--- config.mk ---
export PLATFORM = sky130hd
export DESIGN_NAME = spi_slave_link
export DESIGN_NICKNAME = d
export VERILOG_FILES = /design/src/rtl/spi_slave_link.sv
export SDC_FILE = /design/constraint.sdc
export NUM_CORES = 1
export LEC_CHECK = 0
export CAP_MARGIN = 20
export CORE_UTILIZATION = 35
export DETAILED_ROUTE_END_ITERATION = 10
export SETUP_SLACK_MARGIN = 0.4
export SYNTH_ARGS = -nofsm -noshare
export SYNTH_HDL_FRONTEND = slang
export SYNTH_SLANG_ARGS = --single-unit
--- constraint.sdc ---
create_clock -name clk -period 4.9 [get_ports clk]
set_input_delay 0.49 -clock clk [delete_from_list [all_inputs] [get_ports clk]]
set_output_delay 0.49 -clock clk [all_outputs]
set_load 0.02 [all_outputs]
--- src/rtl/spi_slave_link.sv ---
// -----------------------------------------------------------------------------
// spi_slave_link
//   SPI mode-0 slave front-end. The host pins are oversampled in the clk domain.
//   Each frame is split into a command byte and a rolling 64-bit payload.
//   During the same frame, the decoder's 64-bit response is shifted out on MISO,
//   starting with byte 0 (txdata[7:0]) and sending each byte MSB first.
//
//   Optional feature macro: SPI_RXBYTE_STREAM_EN
//     Adds spi_rxbyte/spi_rxbyte_valid, a per-payload-byte stream.
//
// Ports:
//   clk, reset           system clock, asynchronous active-high reset
//   spi_sclk/ssel_n/mosi host pins (asynchronous to clk)
//   spi_miso             slave data to host
//   spi_cmd              first byte of current/last frame
//   spi_rxdata           payload, newest byte in [63:56]
//   spi_msg_end          one-clk pulse when a frame with a command closes
//   spi_txdata/_valid    decoder response for the current spi_cmd
//   spi_rxbyte/_valid    (optional) completed payload byte + 1-clk strobe
// -----------------------------------------------------------------------------
module spi_slave_link #(
  parameter int SYNC_STAGES = 3
) (
  input  logic        clk,
  input  logic        reset,
  input  logic        spi_sclk,
  input  logic        spi_ssel_n,
  input  logic        spi_mosi,
  output logic        spi_miso,
  output logic [7:0]  spi_cmd,
  output logic [63:0] spi_rxdata,
  output logic        spi_msg_end,
  input  logic [63:0] spi_txdata,
  input  logic        spi_txdata_valid
`ifdef SPI_RXBYTE_STREAM_EN
  ,
  output logic [7:0]  spi_rxbyte,
  output logic        spi_rxbyte_valid
`endif
);

  typedef enum logic [1:0] {
    ST_IDLE = 2'd0,
    ST_CMD  = 2'd1,
    ST_DATA = 2'd2
  } state_t;

  state_t                 state_q, state_d;
  logic [SYNC_STAGES-1:0] sclk_sync_q, sclk_sync_d;
  logic [SYNC_STAGES-1:0] ssel_sync_q, ssel_sync_d;
  logic [SYNC_STAGES-1:0] mosi_sync_q, mosi_sync_d;
  logic                   sclk_prev_q, sclk_prev_d;
  logic                   ssel_prev_q, ssel_prev_d;
  logic                   mosi_prev_q, mosi_prev_d;
  logic [2:0]             bit_cnt_q, bit_cnt_d;
  logic [3:0]             byte_cnt_q, byte_cnt_d;
  logic [7:0]             rx_sr_q, rx_sr_d;
  logic [63:0]            tx_sr_q, tx_sr_d;
  logic                   load_pend_q, load_pend_d;
  logic                   miso_q, miso_d;
  logic [7:0]             cmd_q, cmd_d;
  logic [63:0]            rxdata_q, rxdata_d;
  logic                   msg_end_q, msg_end_d;
`ifdef SPI_RXBYTE_STREAM_EN
  logic [7:0]             rxbyte_q, rxbyte_d;
  logic                   rxbyte_valid_q, rxbyte_valid_d;
`endif

  logic       sck_rise, sck_fall, ssel_assert, ssel_deassert;
  logic [7:0] rx_byte;

  // Reorder the response so tx_sr[63] is always the next bit on the wire:
  // byte 0 moves to the top, and each byte stays MSB first.
  function automatic logic [63:0] tx_order(input logic [63:0] v);
    logic [63:0] r;
    r = '0;
    for (int i = 0; i < 8; i++) begin
      r[63-8*i -: 8] = v[8*i +: 8];
    end
    return r;
  endfunction

  assign sck_rise      =  sclk_sync_q[SYNC_STAGES-1] & ~sclk_prev_q;
  assign sck_fall      = ~sclk_sync_q[SYNC_STAGES-1] &  sclk_prev_q;
  assign ssel_assert   = ~ssel_sync_q[SYNC_STAGES-1] &  ssel_prev_q;
  assign ssel_deassert =  ssel_sync_q[SYNC_STAGES-1] & ~ssel_prev_q;
  // MOSI is taken from the history flop, one clk behind the edge. The host
  // holds MOSI for half an SCK period, so the value is still the one that
  // was present at the edge.
  assign rx_byte       = {rx_sr_q[6:0], mosi_prev_q};

  always_comb begin
    sclk_sync_d    = {sclk_sync_q[SYNC_STAGES-2:0], spi_sclk};
    ssel_sync_d    = {ssel_sync_q[SYNC_STAGES-2:0], spi_ssel_n};
    mosi_sync_d    = {mosi_sync_q[SYNC_STAGES-2:0], spi_mosi};
    sclk_prev_d    = sclk_sync_q[SYNC_STAGES-1];
    ssel_prev_d    = ssel_sync_q[SYNC_STAGES-1];
    mosi_prev_d    = mosi_sync_q[SYNC_STAGES-1];
    state_d        = state_q;
    bit_cnt_d      = bit_cnt_q;
    byte_cnt_d     = byte_cnt_q;
    rx_sr_d        = rx_sr_q;
    tx_sr_d        = tx_sr_q;
    load_pend_d    = 1'b0;
    miso_d         = miso_q;
    cmd_d          = cmd_q;
    rxdata_d       = rxdata_q;
    msg_end_d      = 1'b0;
`ifdef SPI_RXBYTE_STREAM_EN
    rxbyte_d       = rxbyte_q;
    rxbyte_valid_d = 1'b0;
`endif

    case (state_q)
      ST_IDLE: begin
        miso_d = 1'b0;
        if (ssel_assert) begin
          state_d    = ST_CMD;
          bit_cnt_d  = 3'd0;
          byte_cnt_d = 4'd0;
          rx_sr_d    = 8'h00;
          tx_sr_d    = 64'h0;
          rxdata_d   = 64'h0;
        end
      end
      default: begin
        // Deassertion takes priority over a coincident SCK edge, which is dropped.
        if (ssel_deassert) begin
          state_d   = ST_IDLE;
          miso_d    = 1'b0;
          msg_end_d = (state_q == ST_DATA);
        end else begin
          // spi_cmd became visible last clk; the decoder's answer is valid now.
          if (load_pend_q) begin
            tx_sr_d = spi_txdata_valid ? tx_order(spi_txdata) : 64'h0;
          end
          if (sck_rise) begin
            rx_sr_d   = rx_byte;
            bit_cnt_d = bit_cnt_q + 3'd1;
            if (bit_cnt_q == 3'd7) begin
              if (state_q == ST_CMD) begin
                cmd_d       = rx_byte;
                state_d     = ST_DATA;
                load_pend_d = 1'b1;
              end else begin
                rxdata_d = {rx_byte, rxdata_q[63:8]};
                if (byte_cnt_q != 4'd15) begin
                  byte_cnt_d = byte_cnt_q + 4'd1;
                end
`ifdef SPI_RXBYTE_STREAM_EN
                rxbyte_d       = rx_byte;
                rxbyte_valid_d = 1'b1;
`endif
              end
            end
          end
          // The register fills with zeros from the bottom, so MISO reads 0
          // after all 64 response bits have gone out.
          if (sck_fall) begin
            if (state_q == ST_DATA) begin
              miso_d  = tx_sr_q[63];
              tx_sr_d = {tx_sr_q[62:0], 1'b0};
            end else begin
              miso_d = 1'b0;
            end
          end
        end
      end
    endcase
  end

  always_ff @(posedge clk or posedge reset) begin
    if (reset) begin
      state_q        <= ST_IDLE;
      sclk_sync_q    <= '0;
      ssel_sync_q    <= '0;
      mosi_sync_q    <= '0;
      sclk_prev_q    <= 1'b0;
      ssel_prev_q    <= 1'b0;
      mosi_prev_q    <= 1'b0;
      bit_cnt_q      <= 3'd0;
      byte_cnt_q     <= 4'd0;
      rx_sr_q        <= 8'h00;
      tx_sr_q        <= 64'h0;
      load_pend_q    <= 1'b0;
      miso_q         <= 1'b0;
      cmd_q          <= 8'h00;
      rxdata_q       <= 64'h0;
      msg_end_q      <= 1'b0;
`ifdef SPI_RXBYTE_STREAM_EN
      rxbyte_q       <= 8'h00;
      rxbyte_valid_q <= 1'b0;
`endif
    end else begin
      state_q        <= state_d;
      sclk_sync_q    <= sclk_sync_d;
      ssel_sync_q    <= ssel_sync_d;
      mosi_sync_q    <= mosi_sync_d;
      sclk_prev_q    <= sclk_prev_d;
      ssel_prev_q    <= ssel_prev_d;
      mosi_prev_q    <= mosi_prev_d;
      bit_cnt_q      <= bit_cnt_d;
      byte_cnt_q     <= byte_cnt_d;
      rx_sr_q        <= rx_sr_d;
      tx_sr_q        <= tx_sr_d;
      load_pend_q    <= load_pend_d;
      miso_q         <= miso_d;
      cmd_q          <= cmd_d;
      rxdata_q       <= rxdata_d;
      msg_end_q      <= msg_end_d;
`ifdef SPI_RXBYTE_STREAM_EN
      rxbyte_q       <= rxbyte_d;
      rxbyte_valid_q <= rxbyte_valid_d;
`endif
    end
  end

  assign spi_miso         = miso_q;
  assign spi_cmd          = cmd_q;
  assign spi_rxdata       = rxdata_q;
  assign spi_msg_end      = msg_end_q;
`ifdef SPI_RXBYTE_STREAM_EN
  assign spi_rxbyte       = rxbyte_q;
  assign spi_rxbyte_valid = rxbyte_valid_q;
`endif

endmodule
==> impl_metrics.csv <==
group,metric,value,unit
run_status,status,"finished, final reports clean",
drt,drc,0,
critical_path,critical_path.reg2reg.startpoint,"sclk_prev_q",
hold_path,hold_path_class,"flop to flop",
finish,multi_input_area,2770,sq um
placed_design,io_buffers,143,
finish,drive_above_1_share,10.7,%
drt,vias_per_cell,5.10,
cts,cts_made_buffers,17,
finish,fin_nets,890,
sta,finalSetupViolations,0,
yosys,syn_area,7470,sq um
finish,mostFrequentLayoutCell,"dfrtp_1",
yosys,synth-edff-count,0,
yosys,synth_top_area_share,54.6,%
cts,ctsResizeCount,0,
critical_path,worstSetupPathType,"flop to flop",
placed_design,hpwl,10700,um
sta,skew,0.00872,ns
cts,clkTransAtPathRegs,0.07,ns
critical_path,cp-endpoint,"spi_rxdata[38]",
sta,max_freq,400,MHz
global_routing,grt_pass1_vias,5471,
global_routing,antenna_found_initial,0,
critical_path,worstPathRequired,5.20,ns
drt,drtIter0Drc,366,
finish,syn_to_final_growth,30.0,%
cts,root_buffer,"clkbuf_16",
critical_path,path_cells,"and2b_1 > nand4_1 > buf_4 > mux2_2",
critical_path,critical_path_arrival,2.80,ns
yosys,syn_nets,774,
yosys,yosysWarnings,0,
critical_path,cp-end-kind,"flop",
cts,clock_path_buffers,2,
cts,postCtsHoldBufs,0,
critical_path,crit_path_start,"sclk_prev_q",
critical_path,crit_path_max_fanout,28,
pwr,ir_worst_vdd,233,uV
drt,routed_wl,17900,um
drt,wl_per_cell,16.2,um
pwr,power_density,307,nW/um^2
drt,ant_nets,0,
cts,cts_sinks,163,
die,rows,53,
cts,clock_latency,0.42,ns
yosys,ys_ff_latch,163,
die,dieArea,21900,sq um
die,die_x,148,um
die,io-pin-count,144,
sta,slew_viol_final,0,
finish,num_antenna_cells,0,
cts,cts_tree,"built",
critical_path,cpMaxStageDelayCell,"nand4_1",
sta,slew_headroom,31.6,%
finish,mostFrequentLayoutCells,"dfrtp_1 (163), clkdlybuf4s50_1 (143), inv_1 (104)",
yosys,syn-instance-count,702,
sta,setup_tns,0,ns
critical_path,r2r_cells,4,
critical_path,cp-start-kind,"flop",
yosys,synthArstFlopShare,100,%
yosys,ys.flop_type,"dfrtp_1",
drt,num_vias,5638,
pwr,total_power,2.98,mW
global_routing,globalRoute.totalOverflow,0,
sta,finalHoldViolCount,0,
yosys,synth_area_leaders,"dfrtp_1 (55%), o32ai_1 (7.5%), a221oi_1 (7.3%), mux2i_1 (6.2%), inv_1 (5.3%)",
cts,htreeDepth,4,
critical_path,cp_slowest_stage_delay,0.71,ns
placed_design,routabilityCongestion,0.690,
global_routing,grt_pass1_wl,29300,um
yosys,yosysTopAreaCell,"dfrtp_1",
cts,cts_setup_buffers,0,
sta,tightest_slew,1.02,ns
finish,fillers,1998,
yosys,synth.distinct_cells,37,
critical_path,reg2reg_slack,2.40,ns
finish,fin_util,46.3,%
yosys,syn_area_per_cell,10.6,sq um
die,die_h,148,um
flow_run,max_cap_viol_count,0,
sta,fin_crit_sh,51.0,%
die,core,21000,sq um
sta,rsz0062_at_grt,"false",
finish,regArea,4080,sq um
drt,first_pass_iters,4,
pwr,p_leak,4.34,nW
yosys,ys_seq_area_share,54.6,%
sta,finalCriticalPeriod,2.50,ns
global_routing,grt_max_degree,164,
critical_path,r2r-end,"spi_rxdata[38]",
global_routing,grtUsageTotal,16.7,%
die,initial_core_util,35.6,%
[cell usage after synthesis (3+ instances only)]
library cell  instances
a221oi_1             62
buf_1                 3
buf_2                26
clkbuf_1             26
dfrtp_1             163
inv_1               105
mux2_2               33
mux2i_1              46
nand2_1              48
nand2b_1              3
nand4_1               3
nor2_1               90
o32ai_1              64
[layout make-up]
cell class | instances | share of cell area (%)
Inverter | 106 | 4.14
Timing Repair Buffer | 154 | 15.7
Tap cell | 275 | 3.54
Sequential cell | 163 | 42.0
Clock buffer | 20 | 4.81
Multi-Input combinational cell | 376 | 28.5
Clock inverter | 12 | 1.28
[per-stage QoR]
stage / cell area, sq um / instances / hold WS (ns) / setup slack, ns
2_1_floorplan: 7470 / 702 / 0.331 / 2.34
3_3_place_gp: 9120 / 1074 / 0.332 / 2.43
3_5_place_dp: 9120 / 1074 / 0.335 / 2.39
4_1_cts: 9710 / 1106 / 0.349 / 2.39
5_1_grt: 9710 / 1106 / 0.352 / 2.27
6_report: 9710 / 1106 / 0.347 / 2.40
[worst min path at each step]
stage	start	to	slack [ns]	depth (start not counted)
after global placement	mosi_sync_q[2]	mosi_prev_q	0.33	0
after CTS	sclk_sync_q[1]	sclk_sync_q[2]	0.35	0
after detailed placement	mosi_sync_q[0]	mosi_sync_q[1]	0.33	0
after global routing	sclk_sync_q[0]	sclk_sync_q[1]	0.35	0
final	sclk_sync_q[1]	sclk_sync_q[2]	0.35	0
after floorplan	mosi_sync_q[2]	mosi_prev_q	0.33	0
[worst max-delay path, delay by kind of cell, from the launching register on]
kind	cells	cell delay, ns
AND/OR/NAND/NOR	2	1.04
buffers and inverters	1	0.57
flip-flops	1	0.43
multiplexers	1	0.33
[cells by family after synthesis]
| logic type | count (synthesis) | share of synthesized area (%) |
|---|---|---|
| buffers and inverters | 163 | 8.73 |
| AOI/OAI and AO/OA | 137 | 15.8 |
| DFF | 163 | 54.6 |
| adders and majority gates | 2 | 0.335 |
| muxes | 79 | 11.1 |
| and+or+nand+nor | 158 | 9.32 |
[flip-flops by register name, indices dropped and copies added, names as in the netlist]
| signal | count |
|---|---|
| spi_rxdata | 64 |
| tx_sr_q | 64 |
| spi_cmd | 8 |
| rx_sr_q | 7 |
| bit_cnt_q | 3 |
| mosi_sync_q | 3 |
| sclk_sync_q | 3 |
| ssel_sync_q | 3 |
| state_q | 2 |
| load_pend_q | 1 |
| mosi_prev_q | 1 |
| sclk_prev_q | 1 |
| spi_miso | 1 |
| spi_msg_end | 1 |
| ssel_prev_q | 1 |
[power by group]
group	leakage, nW	switching (mW)	internal, mW
clock	0.289	0.578	0.750
sequential	2.25	0.0262	1.38
combinational	1.81	0.144	0.103
total	4.34	0.748	2.23
[routing by layer]
| metal | share of wire (%) | track usage [%] | up-vias |
|---|---|---|---|
| li1 | - | - | 2714 |
| met1 | 48 | 23.9 | 2806 |
| met2 | 47 | 25.1 | 100 |
| met3 | 3.4 | 3.68 | 18 |
| met4 | 1.5 | 5.36 | 0 |
| met5 | 0 | 0 | - |
Power figures use the tool's default switching activity.
==> patch 1, RTL diff (same settings) <==
Change the parameter `SYNC_STAGES` from 3 to 2.
--- a/src/rtl/spi_slave_link.sv
+++ b/src/rtl/spi_slave_link.sv
@@ -19,7 +19,7 @@
 //   spi_rxbyte/_valid    (optional) completed payload byte + 1-clk strobe
 // -----------------------------------------------------------------------------
 module spi_slave_link #(
-  parameter int SYNC_STAGES = 3
+  parameter int SYNC_STAGES = 2
 ) (
   input  logic        clk,
   input  logic        reset,
Formal check against the unedited RTL: no difference found for any inputs over 4 cycles, from zero or initial values and one cycle with reset high; that may be too few to reach the edited logic, so the function may still have changed.
==> patch 1 against the original RTL <==
Non-clock buffer count is the same. Worst setup slack gained 0.048 ns. Design area shrank 0.49%. Via count shrank 0.78%. Power shrank 0.42%. Sequential cell count shrank 3. Routed wire length grew 0.80%. Synthesized cell count shrank 0.43%. Synthesized area shrank 0.94%. Critical path type unchanged. Critical endpoint is now tx_sr_q[38]$_DFFE_PP0P_. Largest power group unchanged.
==> patch 1: results (changes against the original RTL) <==
Run status
  – Status: finished clean (unchanged)

Clock tree
  – Clk root buf: clkbuf_16 (unchanged)
  – PostCTS Resize Cnt: 0 (unchanged)
  – Clk_lat worst skew: 0.43 ns
  – Htree depth: 4 (unchanged)
  – Number of CTS-inserted buffers: 17 (unchanged)
  – Post-CTS Setup Bufs: 0 (unchanged)
  – Clk buf depth: 2 (unchanged)
  – Clock slew at reported path FFs: 0.07 ns (about the same)

Final layout
  – Final antenna diode count: 0 (unchanged)
  – Fillers: 1920 (was 1998)
  – Layout Nets: 887 (was 890)
  – Layout cells sized above 1: 10.75% (was 10.71%)

Setup path
  – Crit path largest cell delay: 0.92 ns (was 0.71 ns)
  – Crit path max-delay family: simple AND/OR/NAND/NOR gates (unchanged)
  – Crit-path max FO: 40 (was 28)
  – Critical-path top delay cell: and4bb_2 (was nand4_1)
  – CP arrival: 2.77 ns (was 2.80 ns)

Min path
  – Hold Path Class: reg2reg (unchanged)

Drt
  – DRT iter0 DRCs: 329 (was 366)
  – Via/cell ratio: 5.095 (was 5.098)
  – Initial DRT Pass Iterations: 4 (unchanged)
  – DR WL/cell: 16.43 microns (was 16.18 microns)
  – Final WL: 18040 microns (was 17890 microns)

Place
  – Placed inst area: 9041 sq um (was 9117 sq um)
  – Final HPWL DP: 10790 microns (was 10660 microns)
  – PortBufs: 143 (unchanged)
  – GPL Wtd Cong: 0.7015 (was 0.6897)
  – Placed Cells: 1065 (was 1074)

Global route
  – Vias in the first global route: 5562 (was 5471)
  – Largest net degree at the start of global routing: 161 (was 164)
  – Initial antenna violation count: 0 (unchanged)
  – First-pass GRT wire length: 29480 microns (was 29300 microns)
  – All-Layer GR Usage: 17.03% (was 16.70%)

STA
  – Max_slew headroom: 33.23% (was 31.61%)
  – Post-route clock skew: 0.009431 ns (was 0.008721 ns)

Logic synthesis
  – Sequential share of the synthesized area: 54.14% (was 54.63%)
  – Post-synth top cells: dfrtp_1 (160), inv_1 (105), nor2_1 (90) (was dfrtp_1 (163), inv_1 (105), nor2_1 (90))
  – Avg Inst Size Synth: 10.58 sq um (was 10.64 sq um)
  – Synth Net Count: 771 (was 774)
  – Yosys warnings: 0 (unchanged)
  – Asr flop ratio synth: 100.0% (unchanged)
  – Synth area leaders: dfrtp_1 (54%), o32ai_1 (7.6%), a221oi_1 (7.3%) (was dfrtp_1 (55%), o32ai_1 (7.5%), a221oi_1 (7.3%))
  – Netlist cell types: 37 (unchanged)

Power and ir drop
  – Worst-case vdd ir drop: 0.2042 mV (was 0.2333 mV)
  – Leakage: 0.004321 uW (was 0.004344 uW)
## patch 1: cell count changes in the layout (fill, tap and decap cells not counted), sizes merged
cell,delta
bufinv,+1
clkinvlp,+2
clkinv,-3
dfrtp,-3
## patch 1: path summary, 6_finish.rpt
path                                               start                    endpoint  slack (ns)  cells after the start
max in group asynchronous                          reset  spi_rxdata[31]$_DFFE_PP0P_        3.54                      3
worst min register to register  mosi_sync_q[0]$_DFF_PP0_    mosi_sync_q[1]$_DFF_PP0_        0.35                      0
worst min-delay path            mosi_sync_q[0]$_DFF_PP0_    mosi_sync_q[1]$_DFF_PP0_        0.35                      0
min in group asynchronous                          reset    ssel_sync_q[0]$_DFF_PP0_        0.61                      3
worst max register to register    state_q[1]$_DFFE_PP0P_     tx_sr_q[38]$_DFFE_PP0P_        2.45                      4
worst max-delay path              state_q[1]$_DFFE_PP0P_     tx_sr_q[38]$_DFFE_PP0P_        2.45                      4
## patch 1: per-layer routing
layer / GRT usage, % / routed length [microns] / vias to the layer above
met3: 3.416 / 697 / 23
met1: 23.43 / 8411 / 2752
met2: 26.32 / 8565 / 112
met4: 6.649 / 363 / 0
li1: - / - / 2707
met5: 0 / 0 / -
## patch 1: power by group
part	leakage [uW]	total, uW	internal (uW)	switching (uW)
Clock	0.000289	1340	793	547
Combinational	0.00182	250	107	143
Sequential	0.00221	1380	1350	26.1
Total	0.00432	2970	2250	716
## patch 1: metrics by stage
stage               setup WS, ns  utilization, %  hold WS (ns)
floorplan                  2.381               -        0.3312
global placement           2.432           44.02        0.3313
detailed placement         2.398           44.11        0.3347
CTS                        2.408           47.04        0.3485
global route               2.265           47.14        0.3560
finish                     2.448           47.14        0.3470
## patch 1: logic make-up after synthesis
logic type | share of synthesized area (%)
buffers and inverters | 8.882
AOI/OAI and AO/OA | 15.99
muxes | 11.25
DFF | 54.14
adders and majority gates | 0.3383
and+or+nand+nor | 9.406
## patch 1: cell type report
class	count	area share, %
clock inverter	12	1.373
inverter	106	4.157
tap	270	3.497
multi-input combinational	376	28.64
timing repair buffer	154	16.06
sequential	160	41.45
clock buffer	20	4.831
==> patch 2, RTL diff (same settings) <==
Without the edit above. Make the reset (`reset`) synchronous in one clocked block. Comments in the files are not updated.
--- a/src/rtl/spi_slave_link.sv
+++ b/src/rtl/spi_slave_link.sv
@@ -169,7 +169,7 @@
     endcase
   end
 
-  always_ff @(posedge clk or posedge reset) begin
+  always_ff @(posedge clk) begin
     if (reset) begin
       state_q        <= ST_IDLE;
       sclk_sync_q    <= '0;
Formal check against the unedited RTL: no difference found for any inputs over 4 cycles, from zero or initial values and one cycle with reset high; that may be too few to reach the edited logic, so the function may still have changed.
==> patch 2 against the original RTL <==
Sequential cell count did not move. Synthesized area fell by 3.7%. Utilization fell by 0.34 points. Final cell count rose by 9.4%. Design area fell by 4.5%. Routed wire length rose by 6.5%. Non-clock buffer count rose by 1. Sequential share of layout area fell by 6.8 points. Worst setup slack got worse by 0.00094 ns. Global-route usage rose by 1.2 points. Critical endpoint is now spi_rxdata[33]$_SDFFE_PP0P_.
Power is not compared: it rests on default switching activity, and its combinational part moved more than twofold at a synthesized area within 25%.
==> patch 2: results (changes against the original RTL) <==
Run status
  – Status: finished clean (unchanged)

Drt
  – Final WL: 19050 microns (was 17890 microns)
  – Metal-1 WL: 8944 microns (was 8549 microns)
  – Met2 WL: 8893 microns (was 8457 microns)
  – Via/cell ratio: 5.217 (was 5.098)
  – Initial DRT Pass Iterations: 5 (was 4)
  – DRT iter0 DRCs: 450 (was 366)

Global route
  – All-Layer GR Usage: 17.90% (was 16.70%)
  – Met3 global-route usage: 3.511% (was 3.681%)
  – GRT met2 Usage: 28.53% (was 25.07%)
  – Met1 GRT Util: 23.76% (was 23.86%)
  – First-pass GRT wire length: 30820 microns (was 29300 microns)
  – Largest net degree at the start of global routing: 129 (was 164)

Logic synthesis
  – Asr flop ratio synth: 0% (was 100.0%)
  – Predominant post-synthesis flop cell: dfxtp_1 (was dfrtp_1)
  – Post-synth top cells: dfxtp_1 (163), a21oi_1 (83), nand2_1 (77) (was dfrtp_1 (163), inv_1 (105), nor2_1 (90))
  – Sequential share of the synthesized area: 45.37% (was 54.63%)
  – Synth Net Count: 904 (was 774)

Final layout
  – Clk tree area frac: 6.300% (was 6.083%)
  – Buffer share of cell area: 16.78% (was 15.72%)
  – Multi-input logic area: 3513 sq um (was 2766 sq um)
  – Fillers: 1980 (was 1998)
  – Logic inverters: 5 (was 106)

Place
  – Final HPWL DP: 11750 microns (was 10660 microns)

Setup path
  – Crit path largest cell delay: 0.76 ns (was 0.71 ns)
  – Crit-path max FO: 23 (was 28)
  – CP Launch Point: bit_cnt_q[0]$_SDFFE_PP0P_ (was sclk_prev_q$_DFF_PP0_)
  – RR Endpoint: spi_rxdata[33]$_SDFFE_PP0P_ (was spi_rxdata[38]$_DFFE_PP0P_)
  – Critical-path top delay cell: a21oi_1 (was nand4_1)

Min path
  – Worst hold endpoint: mosi_sync_q[2]$_SDFF_PP0_ (was sclk_sync_q[2]$_DFF_PP0_)

Die
  – Die Area: 21130 sq um (was 21920 sq um)
## patch 2: changes by cell type in the layout (fill, tap and decap cells not counted), moves of 63 or more
cell,change
a22o_1,+63
o32ai_1,-64
inv_1,-100
dfrtp_1,-163
nor2b_1,+73
dfxtp_1,+162
a21oi_1,+82
o21ai_0,+63
## patch 2: stage by stage
step	utilization (%)	hold slack, ns	std cells	setup slack (ns)
5_1_grt	45.99	0.4622	1210	2.175
2_1_floorplan	-	0.4138	832	3.254
6_report	45.99	0.4388	1210	2.398
3_3_place_gp	42.82	0.4162	1176	2.132
4_1_cts	45.71	0.4431	1208	2.109
3_5_place_dp	42.82	0.4284	1176	2.102
## patch 2: logic make-up (layout without fill, tap and decap cells)
family,count (synthesis),count (layout),share of synthesized area [%]
compound gates,300,300,27.30
flops,163,163,45.37
buf+inv,84,192,6.054
simple gates,271,271,19.22
mux,11,11,1.548
fa+ha+maj,3,3,0.5045
